`src/rtl/bittime_cfgctrl.sv`:
```
// Bit-timing configuration controller: quantum prescaler plus a checked, boundary-synchronised
// update of the active tseg1/tseg2/sjw/prescale set. Optional WAIT timeout: BTCFG_TIMEOUT_EN.
module bittime_cfgctrl #(
    parameter logic [7:0] DEF_PRESC  = 8'd1,
    parameter logic [3:0] DEF_TSEG1  = 4'd7,
    parameter logic [2:0] DEF_TSEG2  = 3'd3,
    parameter logic [1:0] DEF_SJW    = 2'd1
`ifdef BTCFG_TIMEOUT_EN
   ,parameter logic [9:0] TIMEOUT_TQ = 10'd1023
`endif
) (
    input  logic       clock,
    input  logic       reset,
    input  logic       cfg_wr,
    input  logic [7:0] cfg_presc,
    input  logic [3:0] cfg_tseg1,
    input  logic [2:0] cfg_tseg2,
    input  logic [1:0] cfg_sjw,
    input  logic       busidle,
    input  logic       sendpoint,
    output logic       Prescale_EN,
    output logic [3:0] tseg1,
    output logic [2:0] tseg2,
    output logic [1:0] sjw,
    output logic       cfg_busy,
    output logic       cfg_done,
    output logic [1:0] cfg_err,
    output logic       cfg_ovr,
    output logic [2:0] cfgst
);

    typedef enum logic [2:0] {
        ST_IDLE   = 3'd0,
        ST_CHECK  = 3'd1,
        ST_WAIT   = 3'd2,
        ST_APPLY  = 3'd3,
        ST_REJECT = 3'd4
    } state_t;

    localparam logic [1:0] ERR_NONE    = 2'b00;
    localparam logic [1:0] ERR_ILLEGAL = 2'b01;
    localparam logic [1:0] ERR_TIMEOUT = 2'b10;

    // A segment set is usable only if phase 2 exists, resync fits in it, and tseg1 covers tseg2.
    function automatic logic cfg_legal(input logic [3:0] t1, input logic [2:0] t2,
                                       input logic [1:0] s);
        return (t2 != 3'd0) && ({1'b0, s} <= t2) && (t1 >= {1'b0, t2});
    endfunction

    state_t     state_q, state_d;
    logic [1:0] err_q, err_d;
    logic       stage_en;
    logic       apply;
    logic       tmo;

    logic [7:0] presc_q;
    logic [3:0] tseg1_q;
    logic [2:0] tseg2_q;
    logic [1:0] sjw_q;

    logic [7:0] stg_presc_q;
    logic [3:0] stg_tseg1_q;
    logic [2:0] stg_tseg2_q;
    logic [1:0] stg_sjw_q;

    logic [7:0] pc_q, pc_d;
    logic       en_q, en_d;

    always_comb begin
        state_d  = state_q;
        err_d    = err_q;
        stage_en = 1'b0;
        apply    = 1'b0;
        case (state_q)
            ST_IDLE: begin
                if (cfg_wr) begin
                    stage_en = 1'b1;
                    err_d    = ERR_NONE;
                    state_d  = ST_CHECK;
                end
            end
            ST_CHECK: begin
                if (cfg_legal(stg_tseg1_q, stg_tseg2_q, stg_sjw_q)) begin
                    state_d = ST_WAIT;
                end else begin
                    err_d   = ERR_ILLEGAL;
                    state_d = ST_REJECT;
                end
            end
            ST_WAIT: begin
                // An idle bit boundary takes priority over a timeout landing on the same quantum.
                if (en_q && sendpoint && busidle) begin
                    state_d = ST_APPLY;
                end else if (tmo) begin
                    err_d   = ERR_TIMEOUT;
                    state_d = ST_REJECT;
                end
            end
            ST_APPLY: begin
                apply   = 1'b1;
                err_d   = ERR_NONE;
                state_d = ST_IDLE;
            end
            ST_REJECT: begin
                state_d = ST_IDLE;
            end
            default: begin
                state_d = ST_IDLE;
            end
        endcase
    end

    always_ff @(posedge clock or posedge reset) begin
        if (reset) begin
            state_q <= ST_IDLE;
            err_q   <= ERR_NONE;
        end else begin
            state_q <= state_d;
            err_q   <= err_d;
        end
    end

    // Holding registers are only meaningful while a request is in flight, so no reset.
    always_ff @(posedge clock) begin
        if (stage_en) begin
            stg_presc_q <= cfg_presc;
            stg_tseg1_q <= cfg_tseg1;
            stg_tseg2_q <= cfg_tseg2;
            stg_sjw_q   <= cfg_sjw;
        end
    end

    always_ff @(posedge clock or posedge reset) begin
        if (reset) begin
            presc_q <= DEF_PRESC;
            tseg1_q <= DEF_TSEG1;
            tseg2_q <= DEF_TSEG2;
            sjw_q   <= DEF_SJW;
        end else if (apply) begin
            presc_q <= stg_presc_q;
            tseg1_q <= stg_tseg1_q;
            tseg2_q <= stg_tseg2_q;
            sjw_q   <= stg_sjw_q;
        end
    end

    // Restarting the count on apply makes the first new quantum a full P_new+1 clocks long.
    always_comb begin
        pc_d = pc_q + 8'd1;
        en_d = 1'b0;
        if (apply) begin
            pc_d = 8'd0;
        end else if (pc_q >= presc_q) begin
            pc_d = 8'd0;
            en_d = 1'b1;
        end
    end

    always_ff @(posedge clock or posedge reset) begin
        if (reset) begin
            pc_q <= 8'd0;
            en_q <= 1'b0;
        end else begin
            pc_q <= pc_d;
            en_q <= en_d;
        end
    end

`ifdef BTCFG_TIMEOUT_EN
    logic [9:0] tcnt_q, tcnt_d;

    always_comb begin
        tcnt_d = tcnt_q;
        if (state_q != ST_WAIT) begin
            tcnt_d = 10'd0;
        end else if (en_q) begin
            tcnt_d = tcnt_q + 10'd1;
        end
    end

    always_ff @(posedge clock or posedge reset) begin
        if (reset) begin
            tcnt_q <= 10'd0;
        end else begin
            tcnt_q <= tcnt_d;
        end
    end

    assign tmo = (state_q == ST_WAIT) && en_q && (tcnt_q == TIMEOUT_TQ - 10'd1);
`else
    assign tmo = 1'b0;
`endif

    assign Prescale_EN = en_q;
    assign tseg1       = tseg1_q;
    assign tseg2       = tseg2_q;
    assign sjw         = sjw_q;
    assign cfg_busy    = (state_q != ST_IDLE);
    assign cfg_done    = (state_q == ST_APPLY) || (state_q == ST_REJECT);
    assign cfg_err     = err_q;
    assign cfg_ovr     = cfg_wr && cfg_busy;
    assign cfgst       = state_q;

endmodule

```
`config.mk`:
```
export PLATFORM = sky130hd
export DESIGN_NAME = bittime_cfgctrl
export DESIGN_NICKNAME = d
export VERILOG_FILES = /design/src/rtl/bittime_cfgctrl.sv
export SDC_FILE = /design/constraint.sdc
export NUM_CORES = 1
export LEC_CHECK = 0
export ABC_AREA = 1
export BUFFER_PORTS_ARGS = -buffer_cell sky130_fd_sc_hd__buf_2
export CORE_ASPECT_RATIO = 0.7
export CORE_MARGIN = 2
export CORE_UTILIZATION = 55
export CTS_CLUSTER_DIAMETER = 60
export CTS_CLUSTER_SIZE = 28
export DETAILED_ROUTE_END_ITERATION = 8
export PLACE_DENSITY = 0.79
export SLEW_MARGIN = 20
export SYNTH_ARGS = -nofsm -noshare
export SYNTH_HDL_FRONTEND = slang
export SYNTH_SLANG_ARGS = --single-unit
```
`constraint.sdc`:
```
create_clock -name clock -period 5 [get_ports clock]
set_clock_uncertainty 0.05 [all_clocks]
set_input_delay 1.25 -clock clock [delete_from_list [all_inputs] [get_ports clock]]
set_output_delay 1.25 -clock clock [all_outputs]
set_load 0.05 [all_outputs]
```
==> flow_summary.yaml <==
run_status:
  status: "finished clean"
routing:
  drt-total-wl_um: 3869
  route.vias.total: 1510
  drc: 0
  vias_per_cell: 4.967
  m1WireLength_um: 1941
  routed-wl-met3_um: 197
  wl_met2_um: 1685
  drt-initial-drc-count: 66
  highest_layer: "met4"
  wl_per_cell_um: 12.73
  dr.pass1.iters: 4
  postRouteAntennaNets: 0
power:
  seq_power_share_pct: 38.9
  power_density_mw_per_mm2: 668.0
  clock_power_share_pct: 16.9
  switching_share_pct: 43.07
  finalPower_w: 0.001683
  p_sw_w: 0.0007249
  p_leak_nw: 1.316
  vdd_ir_drop_max_mv: 0.5616
  pwr-share-comb_pct: 44.2
  intPower_w: 0.0009583
clocking:
  cts_hold_buf: 0
  cts_resized: 0
  cts_tree: "built"
  root_buffer: "clkbuf_8"
  post_cts_buffers: 0
  clk_pin_slew_worst_paths_ns: 0.09
  cts_made_buffers: 5
  clock_sinks: 47
  clkLatencyLatePin_ns: 0.30
  cts.htree.levels: 2
  clockBufferDepth: 2
timing:
  rsz0062_at_grt: "no"
  relSlewSlack_pct: 48.19
  hold_slack_ns: 0.4236
  hold_viol: 0
  tns_ns: 0
  period_minus_slack_ns: 3.186
  fmax_ghz: 0.3139
  slew_violations: 0
  worstMarginPinSlew_ns: 0.7744
  worst_slack_ns: 1.814
  setup-violations-final: 0
  period_share_pct: 63.72
synth:
  syn_inst: 209
  syn_nets: 245
  syn_area_mm2: 0.002172
  yosysTopAreaCell: "dfrtp_1"
  synth_common_cells: "nand2_1, inv_1, nor2_1"
  netlist.area_leader.share_pct: 26.50
  seq_area_frac_synth_pct: 58.47
  synth.distinct_cells: 29
  synth_edf_count: 17
  synth_async_sr_flop_share_pct: 63.83
  yosys_most_used_dff: "dfrtp_1"
  synth.most_common_cell: "nand2_1"
  ys_ff_latch: 47
  synth_area_per_cell_um2: 10.39
  synth_warnings: 0
  synthTopCellsByArea: "dfrtp_1, edfxtp_1, dfstp_2"
floorplan:
  core.rowCount: 19
  pin_count: 40
  die_w_um: 79.11
  initial_utilization_pct: 56.40
  core_area_mm2: 0.003851
  fp.dieH_um: 56.58
  dieArea_mm2: 0.004476
flow_run:
  drv_cap: 0
global_routing:
  grt_usage_pct: 18.67
  antenna_found_initial: 0
  overflow: 0
  grt_pass1_vias: 1363
  grt_pass1_wl_um: 6320
  grt_max_degree: 40
placed_design:
  place.gp.congestion: 0.8675
  port_buffers: 38
  place_ws_ns: 1.939
  dp_cells: 296
  dp_hpwl_um: 2711
setup_path:
  max_stage_delay_ns: 0.58
  critPathCaptureType: "output port"
  cp.arrival_ns: 1.89
  crit_path_start_kind: "flip-flop"
  path_class: "reg -> out"
  cp_num_buf_inv: 2
  required_ns: 3.70
  cp_slowest_cell: "nand2_2"
  worstPathCellList: "inv_2 > nor2_4 > nand2_2 > o21ai_0 > buf_2"
  critPathMaxFanout: 39
  crit_family: "simple AND/OR/NAND/NOR gates"
cells_and_area:
  area_growth_pct: 16.01
  antenna_cells: 0
  final_layout_size_suffix_gt1_share_pct: 25.79
  design.final.nets: 287
  fin_cells: 304
min_path:
  hp-class: "reg -> reg"
## registers in the layout, indices dropped and copies added (netlist names), 3 cells and up
register     cells
tseg1            4
stg_tseg2_q      3
tseg2            3
stg_presc_q      8
pc_q             8
cfgst            3
presc_q          8
stg_tseg1_q      4
## worst paths after layout
| kind | startpoint | endpoint | slack (ns) | depth (start not counted) |
|---|---|---|---|---|
| min in group asynchronous | reset | sjw[1] | 0.96 | 3 |
| max in group asynchronous | reset | tseg1[1] | 3.61 | 3 |
| worst max-delay path | cfgst[0] | cfg_done | 1.81 | 5 |
| worst min register to register | sjw[0] | sjw[0] | 0.42 | 2 |
| worst min-delay path | sjw[0] | sjw[0] | 0.42 | 2 |
| worst max register to register | cfgst[2] | tseg1[3] | 3.34 | 3 |
## cells by family after synthesis
kind of cell / after synthesis / synth area share [%]
flip-flops: 47 / 58.47
AND/OR/NAND/NOR: 81 / 15.84
buffers and inverters: 35 / 7.027
AO/OA/AOI/OAI: 25 / 6.567
other: 1 / 0.1726
XOR/XNOR: 1 / 0.4033
multiplexers: 5 / 3.456
adder cells (fa/ha/maj): 14 / 8.065
## area by class of cell
class	instances	area, µm²
clock buffer	6	82.58
clock inverter	2	35.03
fill	342	1331
inverter	30	112.6
multi-input combinational	127	749.5
sequential	47	1270
tap	52	65.06
timing repair buffer	40	205.2
## power by group through the flow
stage | logic (W) | registers, W | clock network [W]
after CTS | 0.000749 | 0.000656 | 0.000290
after detailed placement | 0.000740 | 0.000662 | 0
final | 0.000743 | 0.000656 | 0.000284
after global placement | 0.000719 | 0.000657 | 0
after floorplan | 0.000415 | 0.000826 | 0
after global routing | 0.000817 | 0.000674 | 0.000308
## cell usage in the layout (no fill, tap or decap), types with 2 or more instances in the layout
cell       n
ha_1      14
nand2_1   38
dfstp_2    7
buf_4      2
o21ai_0    2
nor2_1    26
edfxtp_1  17
inv_1     29
nand3_1    9
o21ai_1    5
a21oi_1   11
mux2_4     5
clkbuf_8   6
dfrtp_1   23
buf_2     38
nand4_1    3
o21bai_1   3
## routing by layer
| metal | up-vias | track usage (%) |
|---|---|---|
| li1 | 761 | - |
| met1 | 697 | 27.69 |
| met2 | 45 | 26.39 |
| met3 | 7 | 5.627 |
| met4 | 0 | 6.158 |
| met5 | - | 0 |
## worst register-to-register path: cells and delay by family, from the launching register on
kind             cells  cell delay [ns]
AND/OR/NAND/NOR      2             0.58
multiplexers         1             0.47
flip-flops           1             0.45
## through the flow
stage,util (%),cell area (µm²)
after global placement,62.38,2402
after CTS,65.43,2520
after detailed placement,62.38,2402
after global routing,65.43,2520
final,65.43,2520
after floorplan,-,2172
Note: power is estimated with default switching activity, not from simulation.
